`src/rtl/pipe_ctrl.sv`:
```
// rtl/pipe_ctrl.sv - LC-3b 5-stage pipeline sequencer (optional PIPE_CTRL_PERF_EN perf counters)
module pipe_ctrl #(
  parameter int PERF_W = 16
) (
  input  logic              clk,
  input  logic              rst_n,
  input  logic              icache_resp,
  input  logic              dcache_req,
  input  logic              dcache_resp,
  input  logic              dep_stall,
  input  logic              de_is_ctrl,
  input  logic              mem_br_resolve,
  input  logic              mem_br_taken,
  input  logic              mem_is_trap,
  output logic              fetch_en,
  output logic              load_pc,
  output logic [1:0]        pc_mux_sel,
  output logic              load_de,
  output logic              load_ex,
  output logic              load_mem,
  output logic              load_wb,
  output logic              valid_de,
  output logic              valid_ex,
  output logic              valid_mem,
  output logic              valid_wb,
  output logic              br_wait
`ifdef PIPE_CTRL_PERF_EN
  ,
  output logic [PERF_W-1:0] perf_retired,
  output logic [PERF_W-1:0] perf_mstall,
  output logic [PERF_W-1:0] perf_brwait
`endif
);

  typedef enum logic {RUN = 1'b0, BR_WAIT = 1'b1} state_t;

  state_t state;
  state_t next_state;

  logic mstall;
  logic ctrl_de;
  logic resolve;

  // A dcache miss freezes everything up to MEM; a control op in DE freezes fetch.
  assign mstall  = valid_mem & dcache_req & ~dcache_resp;
  assign ctrl_de = valid_de & de_is_ctrl;
  assign resolve = valid_mem & mem_br_resolve & ~mstall;
  assign br_wait = rst_n & (state == BR_WAIT);

  // State register.
  always_ff @(posedge clk) begin
    if (!rst_n) state <= RUN;
    else        state <= next_state;
  end

  // Load enables, fetch/PC control and next state; all forced low during reset.
  always_comb begin
    next_state = state;
    fetch_en   = 1'b0;
    load_pc    = 1'b0;
    pc_mux_sel = 2'b00;
    load_de    = 1'b0;
    load_ex    = 1'b0;
    load_mem   = 1'b0;
    load_wb    = 1'b0;
    if (rst_n) begin
      load_wb  = 1'b1;
      load_mem = ~mstall;
      load_ex  = ~mstall;
      load_de  = ~mstall & ~dep_stall;
      case (state)
        RUN: begin
          // The word fetched beside a control op is dropped; PC already holds fall-through.
          fetch_en = ~ctrl_de;
          load_pc  = load_de & icache_resp & ~ctrl_de;
          if (ctrl_de && load_de) next_state = BR_WAIT;
        end
        BR_WAIT: begin
          if (resolve) begin
            next_state = RUN;
            if (mem_is_trap) begin
              load_pc    = 1'b1;
              pc_mux_sel = 2'b10;
            end else if (mem_br_taken) begin
              load_pc    = 1'b1;
              pc_mux_sel = 2'b01;
            end
          end
        end
        default: next_state = RUN;
      endcase
    end
  end

  // Stage valid bits: each holds when its latch does not load; stalls insert bubbles.
  always_ff @(posedge clk) begin
    if (!rst_n) begin
      valid_de  <= 1'b0;
      valid_ex  <= 1'b0;
      valid_mem <= 1'b0;
      valid_wb  <= 1'b0;
    end else begin
      valid_wb <= valid_mem & ~mstall;
      if (load_mem) valid_mem <= valid_ex;
      if (load_ex)  valid_ex  <= valid_de & ~dep_stall;
      if (load_de)  valid_de  <= (state == RUN) & ~ctrl_de & icache_resp;
    end
  end

`ifdef PIPE_CTRL_PERF_EN
  // Saturating event counters.
  always_ff @(posedge clk) begin
    if (!rst_n) begin
      perf_retired <= '0;
      perf_mstall  <= '0;
      perf_brwait  <= '0;
    end else begin
      if (valid_wb && (perf_retired != '1))
        perf_retired <= perf_retired + PERF_W'(1);
      if (mstall && (perf_mstall != '1))
        perf_mstall <= perf_mstall + PERF_W'(1);
      if ((state == BR_WAIT) && (perf_brwait != '1))
        perf_brwait <= perf_brwait + PERF_W'(1);
    end
  end
`else
  logic [PERF_W-1:0] perf_unused;
  assign perf_unused = '0;
`endif

endmodule

```
`config.mk`:
```
export PLATFORM = sky130hd
export DESIGN_NAME = pipe_ctrl
export DESIGN_NICKNAME = d
export VERILOG_FILES = /design/src/rtl/pipe_ctrl.sv
export SDC_FILE = /design/constraint.sdc
export NUM_CORES = 1
export LEC_CHECK = 0
export ABC_AREA = 1
export CAP_MARGIN = 20
export CORE_AREA = 2 2 39 41
export DETAILED_ROUTE_END_ITERATION = 7
export DIE_AREA = 0 0 41 43
export GPL_TIMING_DRIVEN = 0
export SETUP_SLACK_MARGIN = 0.15
export SLEW_MARGIN = 20
export SYNTH_ARGS = -nofsm -noshare
export SYNTH_HDL_FRONTEND = slang
export SYNTH_SLANG_ARGS = --single-unit
```
`constraint.sdc`:
```
create_clock -name clk -period 0.9 [get_ports clk]
set_clock_uncertainty 0.05 [all_clocks]
set_input_delay 0.18 -clock clk [delete_from_list [all_inputs] [get_ports clk]]
set_output_delay 0.18 -clock clk [all_outputs]
set_load 0.005 [all_outputs]
```
* Word level (Yosys, flattened, before mapping)
Cells that the tools add are included.
** Operators by class
- Reduce and logical (&&, ||, !) cells :: 1
- Bitwise logic cells :: 18
- Muxes and demuxes :: 18
** Operators with widths (number)
- 1-bit AND :: 13
- 1-bit two-way mux :: 12
- 2-bit two-way mux :: 4
- 1-bit inverter :: 5
- 1-bit one-hot mux with 2 select lines :: 2
- 1-bit logical AND :: 1
** Storage, ports and cells
- Flip-flop bits (word level) :: 5
- Input port bits :: 10

* Depth between registers and ports, before layout
- Depth in word-level cells :: 8
- Gate-level depth with buffers :: 6
- Mapped depth without buffers :: 6

* Worst setup path after synthesis
OpenSTA, ideal clock, no wires.
- Path type :: reg-to-output
- From :: register valid_mem
- To :: output load_mem
- Stages on the path, launching flop included :: 5
- Setup slack :: -0.112 ns
- Path buffers :: 1
- Arrival time :: 0.782 ns
- Path through :: dfxtp_1 -> nand3_2 -> nand2_2 -> inv_1 -> buf_4
** Between the ends
- Word-level cells in the longest chain between the ends :: 4
** Ends and longest elaborated chain
- from (decl) :: RTL line 24 : output logic valid_mem,
- from (signal assigned) :: RTL line 104 : if (load_mem) valid_mem <= valid_ex;
- 1-bit AND (2 in series) :: RTL line 45 : assign mstall = valid_mem & dcache_req & ~dcache_resp;
- 1-bit inverter
- 1-bit two-way mux
- to (decl) :: RTL line 20 : output logic load_mem,
No other way between the ends.

* Final worst setup path
- From :: input icache_resp
- To :: register valid_de
** Between the ends
- Word-level cells in the longest chain between the ends :: 1
** Ends and longest elaborated chain
- from (decl) :: RTL line 7 : input logic icache_resp,
- 1-bit AND :: RTL line 106 : if (load_de) valid_de <= (state == RUN) & ~ctrl_de & icache_resp;
- to (signal assigned) :: RTL line 106
- to (decl) :: RTL line 22 : output logic valid_de,
No other way between the ends.
A chain may end at the register's enable or synchronous reset.

==> impl_metrics.env <==
export IMPL_intPower_w=0.000528
export IMPL_numPortBuffers=22
export IMPL_path_class="input port to flop"
export IMPL_post_dp_cell_area_sq_um=566
export IMPL_post_route_period_util=1.57
export IMPL_netlist_area_leader_share=0.332
export IMPL_cts_tree="built"
export IMPL_netlist_instances=51
export IMPL_row_count=14
export IMPL_tightest_slew_ns=0.249
export IMPL_cpPeakStageDelay_ns=0.48
export IMPL_htree_num_levels=1
export IMPL_crit_family="buffers and inverters"
export IMPL_drive_above_1_share=0.693
export IMPL_ys_seq_elements=5
export IMPL_hold_buffers=0
export IMPL_vias_per_cell=4.19
export IMPL_grt_max_degree=6
export IMPL_clkPwrFrac=0.388
export IMPL_finalHoldViolations=0
export IMPL_top_level_ports=23
export IMPL_start_kind="input port"
export IMPL_power_leakage_nw=0.466
export IMPL_cts_path_max_buffers=2
export IMPL_gp_congestion=0.725
export IMPL_seq_area_frac_synth=0.332
export IMPL_drc_errors=0
export IMPL_syn_nets=61
export IMPL_cap_viol_max_count=0
export IMPL_nFillCells=111
export IMPL_core_area_sq_mm=0.00138
export IMPL_period_needed_ns=1.41
export IMPL_syn_area_sq_um=302
export IMPL_worst_path_buf_inv=6
export IMPL_drt_iter0_drc=2
export IMPL_post_synth_num_cell_types=11
export IMPL_grt_pass1_vias=457
export IMPL_wire_per_inst_microns=10.6
export IMPL_violations="setup timing"
export IMPL_fin_ws_ns=-0.510
export IMPL_cts_made_buffers=3
export IMPL_critPathSlowestCell="clkdlybuf4s50_1"
export IMPL_yosysWarnings=0
export IMPL_p_seq_frac=0.313
export IMPL_grt_pass1_wl_microns=1850
export IMPL_setup_viol=15
export IMPL_cts_root_buf="clkbuf_4"
export IMPL_cts_sinks=5
export IMPL_path_common_cell="buf_4"
export IMPL_peakVddDrop_mv=0.897
export IMPL_antenna_found_initial=0
export IMPL_die_h_microns=43
export IMPL_arrival_ns=1.54
export IMPL_die_w_microns=41
export IMPL_synth_top_cell_by_area="dfxtp_1"
export IMPL_stdcell_area_sq_um=863
export IMPL_critical_path_required_ns=1.03
export IMPL_clock_fmax_ghz=0.709
export IMPL_register_area_sq_um=108
export IMPL_rsz0062_at_grt="true"
export IMPL_cp_end_kind="flop"
export IMPL_routed_wl_microns=1250
export IMPL_power_density_mw_per_mm2=859
export IMPL_postRouteAntennaNets=0
export IMPL_syn2layout_area_growth_pct=186
export IMPL_overflow=0
export IMPL_p_total_w=0.000742
export IMPL_dp_hpwl_microns=647
export IMPL_hold_path_class="input port to flop"
export IMPL_dp_slack_ns=-0.954
export IMPL_p_sw_frac=0.288
export IMPL_antenna_cells=0
export IMPL_start_util=0.218
export IMPL_track_usage=0.154
export IMPL_clkSlewWorstSetupHoldPaths_ns=0.05
export IMPL_first_pass_iters=2
export IMPL_pwr_share_comb=0.299
export IMPL_setup_tns_ns=-4.68
export IMPL_worstPathCellList="clkdlybuf4s50_1, inv_1, nor2_4, nand2_2, buf_4, buf_4, buf_4, buf_4, a21oi_1"
export IMPL_p_sw_w=0.000213
export IMPL_drv_slew=0
export IMPL_clk_latency_ns=0.26
export IMPL_synth_area_per_cell_sq_um=5.91
export IMPL_vias=490
export IMPL_slew_headroom=0.834
export IMPL_die_area_sq_mm=0.00176
export IMPL_fin_util=0.624
export IMPL_finish_net_count=112
export IMPL_path_max_fanout=2
export IMPL_multiInputGateArea_sq_um=243
export IMPL_netlist_top_cells_area="dfxtp_1, nand2_1, inv_1, nor2_1, a21oi_1"
export IMPL_outcome="complete, but fails checks"
cell usage in the layout (no fill, tap or decap):
cell type / n
nand2_1: 8
clkbuf_4: 3
dlygate4sd2_1: 3
nor2_2: 3
nand2_2: 3
nand3_2: 2
dlymetal6s2s_1: 3
buf_2: 8
nand2_4: 4
a21oi_1: 2
nand3_4: 1
dfxtp_4: 1
inv_2: 4
nor2_1: 5
inv_1: 6
buf_4: 13
nor3_2: 1
buf_6: 18
clkdlybuf4s50_1: 2
dfxtp_1: 1
dfxtp_2: 3
a21oi_2: 1
clkbuf_2: 1
nor2_4: 4
clkbuf_1: 1
logic make-up (layout without fill, tap and decap cells):
| logic type | count (synthesis) | in the layout | synth area share |
|---|---|---|---|
| flip-flops | 5 | 5 | 0.332 |
| buffers and inverters | 12 | 62 | 0.174 |
| AO/OA/AOI/OAI | 3 | 3 | 0.0498 |
| AND/OR/NAND/NOR | 31 | 31 | 0.444 |
sequential cells by signal (all words and copies together) (netlist names):
signal / flops
valid_mem: 1
valid_wb: 1
valid_ex: 1
valid_de: 1
state: 1
cell usage after synthesis:
cell type	count
nor2_2	2
nand3_1	2
nand3_2	1
nor2_1	10
buf_4	2
nand2_1	14
dfxtp_1	5
nor3_1	1
inv_1	10
nand2_2	1
a21oi_1	3
per-layer routing:
metal / share of wire / vias up / GRT usage
met4: 0.018 / 0 / 0.0800
met1: 0.40 / 216 / 0.172
li1: - / 251 / -
met5: 0 / - / 0
met3: 0.067 / 4 / 0.0209
met2: 0.51 / 19 / 0.263
power by group through the flow:
stage	Combinational (W)	Sequential, W	Clock, W
after floorplan	0.0000457	0.000238	0
after global placement	0.000136	0.000238	0
after detailed placement	0.000137	0.000238	0
after CTS	0.000199	0.000231	0.000276
after global routing	0.000236	0.000233	0.000311
final	0.000222	0.000232	0.000288
tightest hold or removal path, delay by kind of cell:
family,cells,cell delay [ns]
buffers and inverters,1,0.09
AND/OR/NAND/NOR,2,0.13
repair_timing:
item / CTS / global route
pin swaps: 13 / 13
endpoints found under the hold margin: 0 / 0
gates cloned: 0 / 0
setup buffers: 20 / 4
setup endpoints to repair: 18 / 18
resized for setup: 86 / 18
path summary, 6_finish.rpt:
check	startpoint	endpoint	slack, ns	cells after the start
setup / recovery	icache_resp	valid_de	-0.51	9
hold / removal	rst_n	valid_wb	0.14	3
setup reg to reg	state	valid_de	-0.50	9
hold reg to reg	state	state	0.47	3
metrics by stage:
stage	instances	hold WS, ns
finish	117	0.138
global placement	89	0.407
floorplan	51	0.281
global route	117	0.155
detailed placement	89	0.405
CTS	113	0.144
layout make-up:
cell class	instances	area share
Timing Repair Buffer	46	0.475
Multi-Input combinational cell	34	0.281
Sequential cell	5	0.125
Inverter	10	0.0435
Clock buffer	4	0.0304
Tap cell	16	0.0232
Buffer	2	0.0217
(Power assumes the default switching activity.)
